## config.mk

```make
export PLATFORM = sky130hd
export DESIGN_NAME = hazard_detection_unit
export DESIGN_NICKNAME = d
export VERILOG_FILES = /design/src/rtl/hazard_detection_unit.sv
export SDC_FILE = /design/constraint.sdc
export NUM_CORES = 1
export LEC_CHECK = 0
export CAP_MARGIN = 5
export CORE_AREA = 2 2 77 79
export DETAILED_ROUTE_END_ITERATION = 16
export DIE_AREA = 0 0 79 81
export DONT_BUFFER_PORTS = 1
export PLACE_DENSITY_LB_ADDON = 0.12
export SYNTH_ARGS = -nofsm -noshare
export SYNTH_HDL_FRONTEND = slang
export SYNTH_SLANG_ARGS = --single-unit
```

## constraint.sdc

```tcl
create_clock -name clk -period 2.31 [get_ports clk]
set_input_delay 0.231 -clock clk [delete_from_list [all_inputs] [get_ports clk]]
set_output_delay 0.231 -clock clk [all_outputs]
set_load 0.02 [all_outputs]
```

## src/rtl/hazard_detection_unit.sv

```systemverilog
// Load-use stall and taken-branch flush control for the 5-stage pipeline.
// Keeps a small bubble FSM and saturating stall/flush event counters.
module hazard_detection_unit #(
  parameter int unsigned LOAD_STALL_CYCLES = 1,
  parameter int unsigned CNT_WIDTH         = 16
) (
  input  logic                 clk,
  input  logic                 reset,
  input  logic                 MemRead_EX_i,
  input  logic [4:0]           rd_EX_i,
  input  logic [4:0]           rs1_ID_i,
  input  logic [4:0]           rs2_ID_i,
  input  logic                 use_rs1_ID_i,
  input  logic                 use_rs2_ID_i,
  input  logic                 branch_taken_EX_i,
  output logic                 pc_write_o,
  output logic                 if_id_write_o,
  output logic                 if_id_flush_o,
  output logic                 id_ex_flush_o,
  output logic [1:0]           hazard_state_o,
  output logic [CNT_WIDTH-1:0] stall_count_o,
  output logic [CNT_WIDTH-1:0] flush_count_o
);

  typedef enum logic [1:0] {
    RUN   = 2'b00,
    STALL = 2'b01
  } state_t;

  localparam logic [3:0] REM_INIT = 4'(LOAD_STALL_CYCLES - 1);
  localparam bit         MULTI    = (LOAD_STALL_CYCLES > 1);

  state_t               state;
  logic [3:0]           rem;
  logic [CNT_WIDTH-1:0] stall_cnt;
  logic [CNT_WIDTH-1:0] flush_cnt;

  logic rs1_hit;
  logic rs2_hit;
  logic load_use;
  logic in_stall;
  logic stall_cyc;
  logic stall_sat;
  logic flush_sat;

  assign rs1_hit  = use_rs1_ID_i && (rs1_ID_i == rd_EX_i);
  assign rs2_hit  = use_rs2_ID_i && (rs2_ID_i == rd_EX_i);
  assign load_use = MemRead_EX_i && (rd_EX_i != 5'd0)
                 && (rs1_hit || rs2_hit);
  assign in_stall = (state == STALL);

  // A stall cycle is either a held bubble or a fresh load-use in RUN.
  assign stall_cyc = !branch_taken_EX_i && (in_stall || load_use);

  assign stall_sat = &stall_cnt;
  assign flush_sat = &flush_cnt;

  always_comb begin
    pc_write_o    = 1'b1;
    if_id_write_o = 1'b1;
    if_id_flush_o = 1'b0;
    id_ex_flush_o = 1'b0;
    if (reset) begin
      pc_write_o    = 1'b0;
      if_id_write_o = 1'b0;
      if_id_flush_o = 1'b1;
      id_ex_flush_o = 1'b1;
    end else if (branch_taken_EX_i) begin
      if_id_flush_o = 1'b1;
      id_ex_flush_o = 1'b1;
    end else if (stall_cyc) begin
      pc_write_o    = 1'b0;
      if_id_write_o = 1'b0;
      id_ex_flush_o = 1'b1;
    end
  end

  always_ff @(posedge clk) begin
    if (reset) begin
      state     <= RUN;
      rem       <= 4'd0;
      stall_cnt <= '0;
      flush_cnt <= '0;
    end else if (branch_taken_EX_i) begin
      state <= RUN;
      rem   <= 4'd0;
      if (!flush_sat)
        flush_cnt <= flush_cnt + 1'b1;
    end else if (in_stall) begin
      rem <= rem - 4'd1;
      if (rem == 4'd1)
        state <= RUN;
      if (!stall_sat)
        stall_cnt <= stall_cnt + 1'b1;
    end else if (load_use) begin
      if (MULTI) begin
        state <= STALL;
        rem   <= REM_INIT;
      end
      if (!stall_sat)
        stall_cnt <= stall_cnt + 1'b1;
    end
  end

  assign hazard_state_o = state;
  assign stall_count_o  = stall_cnt;
  assign flush_count_o  = flush_cnt;

endmodule

```

Word level (Yosys, flattened, before mapping)
Index checks and enable logic that the tools add are counted.
- bits in registers: 32
- input port bits: 21
- output and inout port bits: 38
- logic and storage cells: 31
- bitwise gates (word level): 2
- mux-type cells: 10
- eq/ne operators: 3
- reductions and logical operators: 12
- add/sub/neg operators: 2
- operators by type and width (operator ; number):
    $add A16 B1 Y16 const B ; 2
    $mux W16 ; 2
    $reduce_and A16 Y1 ; 2
    $eq A5 B5 Y1 ; 2
    $mux W1 ; 8
    $logic_and A1 B1 Y1 ; 5
    $reduce_bool A5 Y1 ; 1
    $reduce_and A3 Y1 ; 1
    $ne A2 B2 Y1 const B ; 1
    $not A1 Y1 ; 2
    $reduce_and A2 Y1 ; 1
    $logic_not A1 Y1 ; 1
    $logic_or A1 B1 Y1 ; 1

Depth between registers and ports, before layout
Gate-level depths: netlist (run 1).
- depth after elaboration: 8
- depth in mapped cells: 8
- mapped depth without buffers: 6

Worst setup path before layout (run 1)
No wires, ideal clock.
- path type: in2out
- start point: in rd_EX_i[2]
- end point: out pc_write_o
- data required time: 2079 ps
- stages on the path: 8
- setup slack: 235 ps
- arrival: 1844 ps
- cell sequence: xor2_1 -> nor4_2 -> a32oi_2 -> buf_6 -> buf_4 -> nor2_1 -> a21oi_1 -> buf_4
- cells in the longest elaborated chain, start to end: 8
- RTL lines (element ; line ; text):
    start: declaration ; 10 ; input logic [4:0] rd_EX_i,
    $eq A5 B5 Y1 (on tied branches) ; 46, 47 ;
    $logic_and A1 B1 Y1 (on tied branches) ; 46, 47 ;
    $logic_or A1 B1 Y1 ; 49 ; && (rs1_hit || rs2_hit);
    $logic_and A1 B1 Y1 (*) ; 49 ;
    $logic_and A1 B1 Y1 (*) ; 53 ; assign stall_cyc = !branch_taken_EX_i && (in_stall || load_use);
    $mux W1 (*) (3 in a row) ; - ;
    end: declaration ; 16 ; output logic pc_write_o,
Every way passes the cells marked *; elsewhere a longest branch is shown, timed or not.

Worst setup path after layout (run 1)
- start point: reg stall_cnt[0] (netlist: stall_count_o[0])
- end point: reg stall_cnt[10] (netlist: stall_count_o[10])
- cells in the longest elaborated chain, start to end: 3
- RTL lines (element ; line ; text):
    start: declaration ; 35 ; logic [CNT_WIDTH-1:0] stall_cnt;
    start signal: assignment ; 94 ; stall_cnt <= stall_cnt + 1'b1;
    start signal: assignment ; 101 ; stall_cnt <= stall_cnt + 1'b1;
    $add A16 B1 Y16 / $reduce_and A16 Y1 (equally long branches) ; 101, 55 ;
    $mux W16 / $ne A2 B2 Y1 (equally long branches) ; - ;
    $mux W16 / $reduce_and A3 Y1 (equally long branches) ; - ;
Several ways; a longest one is shown, not always the timed one. The select of a mux whose other input is x is not followed.
A chain may end at the register's enable or synchronous reset.

==> results of run 1 <==
-- critical path: cells and delay by family (launching register included) --
family | cells | cell delay [ns]
fa+ha+maj | 1 | 0.25
flops | 1 | 0.52
mux | 1 | 0.35
simple gates | 4 | 0.81
-- state kept, by name, summed over array words and instances (netlist names) --
| name | count |
|---|---|
| flush_count_o | 16 |
| stall_count_o | 16 |
-- power by group through the flow --
stage | clock network (mW) | registers, mW | logic, mW
6_report | 0.555 | 0.565 | 0.0756
5_1_grt | 0.592 | 0.566 | 0.0828
4_1_cts | 0.568 | 0.565 | 0.0735
3_5_place_dp | 0 | 0.578 | 0.0633
3_3_place_gp | 0 | 0.578 | 0.0625
2_1_floorplan | 0 | 0.577 | 0.0682
-- Yosys cell counts, types with 2 or more instances --
cell type / count
sky130_fd_sc_hd__a21oi_1: 13
sky130_fd_sc_hd__and2_1: 2
sky130_fd_sc_hd__and3_1: 4
sky130_fd_sc_hd__and4_1: 7
sky130_fd_sc_hd__buf_4: 4
sky130_fd_sc_hd__clkbuf_1: 7
sky130_fd_sc_hd__dfxtp_1: 32
sky130_fd_sc_hd__ha_1: 2
sky130_fd_sc_hd__mux2_1: 5
sky130_fd_sc_hd__mux2i_1: 2
sky130_fd_sc_hd__nand2_1: 10
sky130_fd_sc_hd__nand2b_1: 3
sky130_fd_sc_hd__nand3_1: 10
sky130_fd_sc_hd__nand3_2: 2
sky130_fd_sc_hd__nand4_1: 13
sky130_fd_sc_hd__nand4b_1: 2
sky130_fd_sc_hd__nor2_1: 21
sky130_fd_sc_hd__nor2b_1: 5
sky130_fd_sc_hd__nor3_1: 11
sky130_fd_sc_hd__nor4_1: 5
sky130_fd_sc_hd__o21ai_0: 3
sky130_fd_sc_hd__o21ai_1: 5
sky130_fd_sc_hd__o31ai_1: 4
sky130_fd_sc_hd__or3_1: 7
sky130_fd_sc_hd__or4_1: 5
sky130_fd_sc_hd__xnor2_1: 8
sky130_fd_sc_hd__xor2_1: 14
-- per-stage QoR --
step	utilization	total power [mW]	instances	instance area [um2]
2_1_floorplan	-	0.645	228	1920
3_3_place_gp	0.356	0.640	301	2020
3_5_place_dp	0.356	0.641	301	2020
4_1_cts	0.380	1.21	311	2150
5_1_grt	0.383	1.24	313	2170
6_report	0.383	1.19	313	2170
-- path summary, 6_finish.rpt --
check,end,cells past startpoint,from
min reg2reg,stall_count_o[7]$_SDFFE_PP0P_,2,stall_count_o[7]$_SDFFE_PP0P_
max,stall_count_o[10]$_SDFFE_PP0P_,6,stall_count_o[0]$_SDFFE_PP0P_
max reg2reg,stall_count_o[10]$_SDFFE_PP0P_,6,stall_count_o[0]$_SDFFE_PP0P_
min,stall_count_o[1]$_SDFFE_PP0P_,2,reset
-- layer usage --
layer / share of wire / up-vias / global-route usage
li1: - / 853 / -
met3: 0.072 / 5 / 0.0556
met4: 0.014 / 0 / 0.0517
met5: 0 / - / 0
met2: 0.44 / 39 / 0.238
met1: 0.47 / 770 / 0.208
-- what timing repair did --
action / 4_1_cts / 5_1_grt
hold buffers: 2 / 2
endpoints found under the hold margin: 21 / 1
endpoints found under the setup margin: 0 / 0
-- cell families (layout without fill, tap and decap cells) --
kind of cell,Yosys count,in the layout,synth area share
mux,7,7,0.0399
buf+inv,15,25,0.0419
simple gates,115,115,0.359
flops,32,32,0.335
fa+ha+maj,2,2,0.0131
xor+xnor,22,22,0.101
compound gates,33,33,0.108
other cells,1,2,0.00196
-- cell type report --
class,count,area (um2)
fillers,613,3500
multi-input cells,181,1190
flip-flops and latches,32,641
repair buffers,16,130
well taps,75,93.8
clock buffers,5,68.8
clock inverters,3,42.5
inverters,1,3.75
==> reports/metrics.csv, run 1 <==
metric;value;unit
vias_in_the_first_global_route;1576;
critical_path.cell_chain;ha_1 -> nand3_1 -> nor2_1 -> nand3_1 -> nor4_1 -> mux2_1;
comb_power_share;0.063;
grt-ovfl-total;0;
slew_viol_final;0;
total_wirelength_of_the_detailed_routed_design;4820;um
setup.worst_path.class;register to register;
number_of_sinks_on_the_clock_net;32;
synthTopCellsByArea;sky130_fd_sc_hd__dfxtp_1 34%, sky130_fd_sc_hd__xor2_1 6.4%, sky130_fd_sc_hd__nand4_1 4.3%;
critical_path.startpoint_type;register;
synthDominantCellAreaShare;0.335;
cell_seen_most_often_among_critical_path_stages;sky130_fd_sc_hd__nand3_1;
port_buffers;0;
final.period_utilization;0.879;
netlist_instances;227;
timing.critical_path.slowest_stage_cell;sky130_fd_sc_hd__dfxtp_1;
cts_resized;0;
cts_setup_buffers;0;
mappedNetlistArea;0.00191;mm2
globalplace.congestion;0.703;
largest_net_degree_at_the_start_of_global_routing;22;
post_drt_via_cell_ratio;5.33;
result_of_the_run;complete, no violations;
yosys_most_used_dff;sky130_fd_sc_hd__dfxtp_1;
synth_cell_type_count;48;
async_flop_share;0;
synth_area_leader_cell;sky130_fd_sc_hd__dfxtp_1;
worstHoldPathType;input port to register;
power.switching;0.290;mW
die-width;79;um
ant_nets;0;
report.final.hold_viol_count;0;
final_common_cell;sky130_fd_sc_hd__dfxtp_1;
start_util;0.337;
worst_slack;0.279;ns
via_count;1667;
ys_seq_elements;32;
critPathRequiredTime;2.49;ns
number_of_remaining_drc_errors;0;
timing.critical_path.to_type;register;
synth-warning-count;0;
most-common-layout-cells;32 x sky130_fd_sc_hd__dfxtp_1, 21 x sky130_fd_sc_hd__nor2_1, 14 x sky130_fd_sc_hd__xor2_1, 13 x sky130_fd_sc_hd__a21oi_1, 13 x sky130_fd_sc_hd__nand4_1;
grtUsageTotal;0.157;
power.clock.fraction;0.464;
drt_first_pass_iters;4;
cts_inserted_buffers;5;
cellLeakagePower;0.706;nW
detailed_route_wire_length_per_cell;15.4;um
critical_path_arrival;2.21;ns
worst-path-max-fanout;6;
clock_tree.htree_level_count;2;
critical_path.max_stage_delay;0.52;ns
timing.reg2reg.setup_slack;0.28;ns
core;0.00568;mm2
timing.final.setup_violations;0;
finalWorstPathRequiredPeriod;2.03;ns
clkTransAtPathRegs;0.07;ns
cts-root-to-sink-buffers;2;
relSlewSlack;0.407;
ys_seq_area_frac;0.335;
grt_antenna_before_repair;0;
finalHoldWorstSlack;0.123;ns
hpwl;3310;um
pwr_density_cell;550;mW/mm2
layout.nets;260;
tns;0;ns
post_route_cells_drive_above_1_share;0.118;
drt-initial-drc-count;61;
cap_viol_max_count;0;
ioPinCount;59;
area.growth.synth_to_final;13.7;%
floorplan_die_area;0.00640;mm2
antenna-diode-count;0;
p_seq_frac;0.473;
place_worst_setup_slack;0.284;ns
skew;0.0103;ns
std_cell_rows;28;
cts-root-buf;sky130_fd_sc_hd__clkbuf_8;
max_slew.worst_pin.slew;0.886;ns
post_synth_edffs;0;
syn-mean-instance-area;8.42;um2
sw_frac_of_total;0.243;
grt_pass1_wl;7910;um
p_int;0.905;mW
worstSkewPairLatency;0.29;ns
die-height;81;um
timing.fmax;492;MHz
vdd_ir_drop_max;0.220;mV
cts_tree;done;
rsz0062_at_grt;no;
Note: power is estimated with default switching activity, not from simulation.
==> run 2: changes to the inputs <==
Clock period 2.31 ns to 2.3 ns, I/O delays scaled along.
==> run 2 against run 1 <==
Net effect: die area did not move; highest routed layer unchanged; clock power down 16%; largest cell class unchanged; utilization shrank 0.40 points; critical endpoint is now stall_count_o[15]$_SDFFE_PP0P_; count of clock-buffer cells in the layout rose by 2.
==> reports/metrics.csv, run 2 (same netlist as run 1, synthesis figures left out) <==
metric;value;unit;change
placed_cell_area;0.00204;mm2;+0.74%
start_util;0.337;;unchanged
number_of_remaining_drc_errors;0;;unchanged
die-height;81;um;unchanged
min-delay-start;reset;;
worstHoldPathType;input port to register;;
critical_path.max_stage_delay;0.53;ns;about the same
grtUsageTotal;0.153;;-0.00354
report.final.hold_viol_count;0;;unchanged
largest_net_degree_at_the_start_of_global_routing;25;;+14%
min_to;stall_count_o[9]$_SDFFE_PP0P_;;
drt-initial-drc-count;79;;+30%
die-width;79;um;unchanged
timing.fmax;501;MHz;+1.7%
finalHoldWorstSlack;0.0171;ns;-0.106 ns
timing.critical_path.to_type;register;;
cap_viol_max_count;0;;unchanged
drt_first_pass_iters;4;;unchanged
worstSkewPairLatency;0.29;ns;about the same
globalplace.congestion;0.700;;-0.45%
layout.nets;260;;unchanged
vdd_ir_drop_max;0.183;mV;-17%
cts-root-buf;sky130_fd_sc_hd__clkbuf_8;;
worst-r2r-cell-count;4;;-2
critical_path.startpoint_type;register;;
clock_tree.htree_level_count;2;;unchanged
grt_pass1_wl;7800;um;-1.5%
rr_endpoint;stall_count_o[15]$_SDFFE_PP0P_;;
floorplan_die_area;0.00640;mm2;unchanged
std_cell_rows;28;;unchanged
max_slew.worst_pin.slew;0.691;ns;-0.195 ns
timing.reg2reg.setup_slack;0.30;ns;+0.02 ns
multi_input_comb_area;0.00119;mm2;unchanged
final_common_cell;sky130_fd_sc_hd__dfxtp_1;;
slew_viol_final;0;;unchanged
final.period_utilization;0.868;;-0.0112
ant_nets;0;;unchanged
post-place-cells;303;;+0.66%
relSlewSlack;0.537;;+0.130
cts_inserted_buffers;5;;unchanged
tns;0;ns;unchanged
hpwl;3290;um;-0.59%
post_route_cell_area;0.00215;mm2;-1.0%
result_of_the_run;complete, no violations;;
port_buffers;0;;unchanged
timing.final.setup_violations;0;;unchanged
via_count;1715;;+2.9%
detailed_route_wire_length_per_cell;15.1;um;-1.7%
vias_in_the_first_global_route;1594;;+1.1%
post_route_cells_drive_above_1_share;0.122;;+0.00420
core;0.00568;mm2;unchanged
skew;0.00588;ns;-0.00444 ns
number_of_sinks_on_the_clock_net;32;;unchanged
ioPinCount;59;;unchanged
critical_path.cell_chain;nand4_1 -> or3_1 -> nor4_1 -> mux2_1;;
pwr_density_cell;514;mW/mm2;-6.5%
final-seq-area;641;um2;unchanged
cts_tree;done;;
area.growth.synth_to_final;12.6;%;
post_drt_via_cell_ratio;5.48;;+2.9%
min_path_cells;1;;-1
grt-ovfl-total;0;;unchanged
finalWorstPathRequiredPeriod;2.00;ns;-0.0345 ns
timing.critical_path.slowest_stage_cell;sky130_fd_sc_hd__dfxtp_1;;
crit-reg2reg-launch;stall_count_o[3]$_SDFFE_PP0P_;;
most-common-layout-cells;32 x sky130_fd_sc_hd__dfxtp_1, 21 x sky130_fd_sc_hd__nor2_1, 14 x sky130_fd_sc_hd__xor2_1, 14 x sky130_fd_sc_hd__buf_4;;
total_wirelength_of_the_detailed_routed_design;4740;um;-1.7%
rsz0062_at_grt;no;;
n_fill_cell;631;;+2.9%
cellLeakagePower;0.698;nW;-1.0%
cts-root-to-sink-buffers;2;;unchanged
critPathRequiredTime;2.47;ns;-0.02 ns
critical_path_arrival;2.17;ns;-0.04 ns
worst-path-max-fanout;7;;+1
instances_no_fill;313;;unchanged
clkTransAtPathRegs;0.07;ns;about the same
antenna-diode-count;0;;unchanged
grt_antenna_before_repair;0;;unchanged
setup.worst_path.class;register to register;;
-- run 2: cell count changes in the layout (fill, tap and decap cells not counted) --
cell                            delta
sky130_fd_sc_hd__buf_4             +2
sky130_fd_sc_hd__clkbuf_1          +1
sky130_fd_sc_hd__clkinv_2          -1
sky130_fd_sc_hd__clkbuf_8          +1
sky130_fd_sc_hd__bufinv_16         -1
sky130_fd_sc_hd__dlygate4sd3_1     -2
-- run 2: how the worst max path moves through the flow --
| stage | start | to | cells past startpoint |
|---|---|---|---|
| CTS | stall_count_o[3]$_SDFFE_PP0P_ | stall_count_o[15]$_SDFFE_PP0P_ | 4 |
| global placement | stall_count_o[3]$_SDFFE_PP0P_ | stall_count_o[15]$_SDFFE_PP0P_ | 4 |
| finish | stall_count_o[3]$_SDFFE_PP0P_ | stall_count_o[15]$_SDFFE_PP0P_ | 4 |
| detailed placement | stall_count_o[3]$_SDFFE_PP0P_ | stall_count_o[15]$_SDFFE_PP0P_ | 4 |
| global route | stall_count_o[0]$_SDFFE_PP0P_ | stall_count_o[10]$_SDFFE_PP0P_ | 6 |
| floorplan | rd_EX_i[2] | pc_write_o | 8 |
-- run 2: final cells by class --
cell class,instances,share of cell area
multi-input combinational,181,0.555
sequential,32,0.298
timing repair buffer,16,0.0581
tap,75,0.0436
clock buffer,7,0.0401
clock inverter,1,0.00349
inverter,1,0.00174
-- run 2: through the flow --
stage          total power [mW]  setup WS (ns)   util
4_1_cts                    1.13          0.281  0.379
6_report                   1.11          0.303  0.379
2_1_floorplan             0.648          0.227      -
5_1_grt                    1.16          0.138  0.379
3_3_place_gp              0.643          0.356  0.359
3_5_place_dp              0.644          0.302  0.359
-- run 2: critical path: cells and delay by family, from the launching register on --
family           cells  cell delay, ns
muxes                1            0.35
and+or+nand+nor      3            1.01
DFF                  1            0.53
-- run 2: metal layers --
metal,global-route usage,up-vias,wire length (um)
li1,-,859,-
met4,0.0483,0,46
met1,0.211,802,2360
met5,0,-,0
met2,0.226,49,2060
met3,0.0511,5,272
-- run 2: where the power goes --
part	switching [mW]	internal, mW
logic	0.0428	0.0285
registers	0.00916	0.558
clock network	0.224	0.243
total	0.276	0.830
-- run 2: what timing repair did --
item                                   CTS  global route
gates resized for setup                  0             0
endpoints found under the hold margin   17             0
hold buffers                             2             0
buffers inserted                         0             0
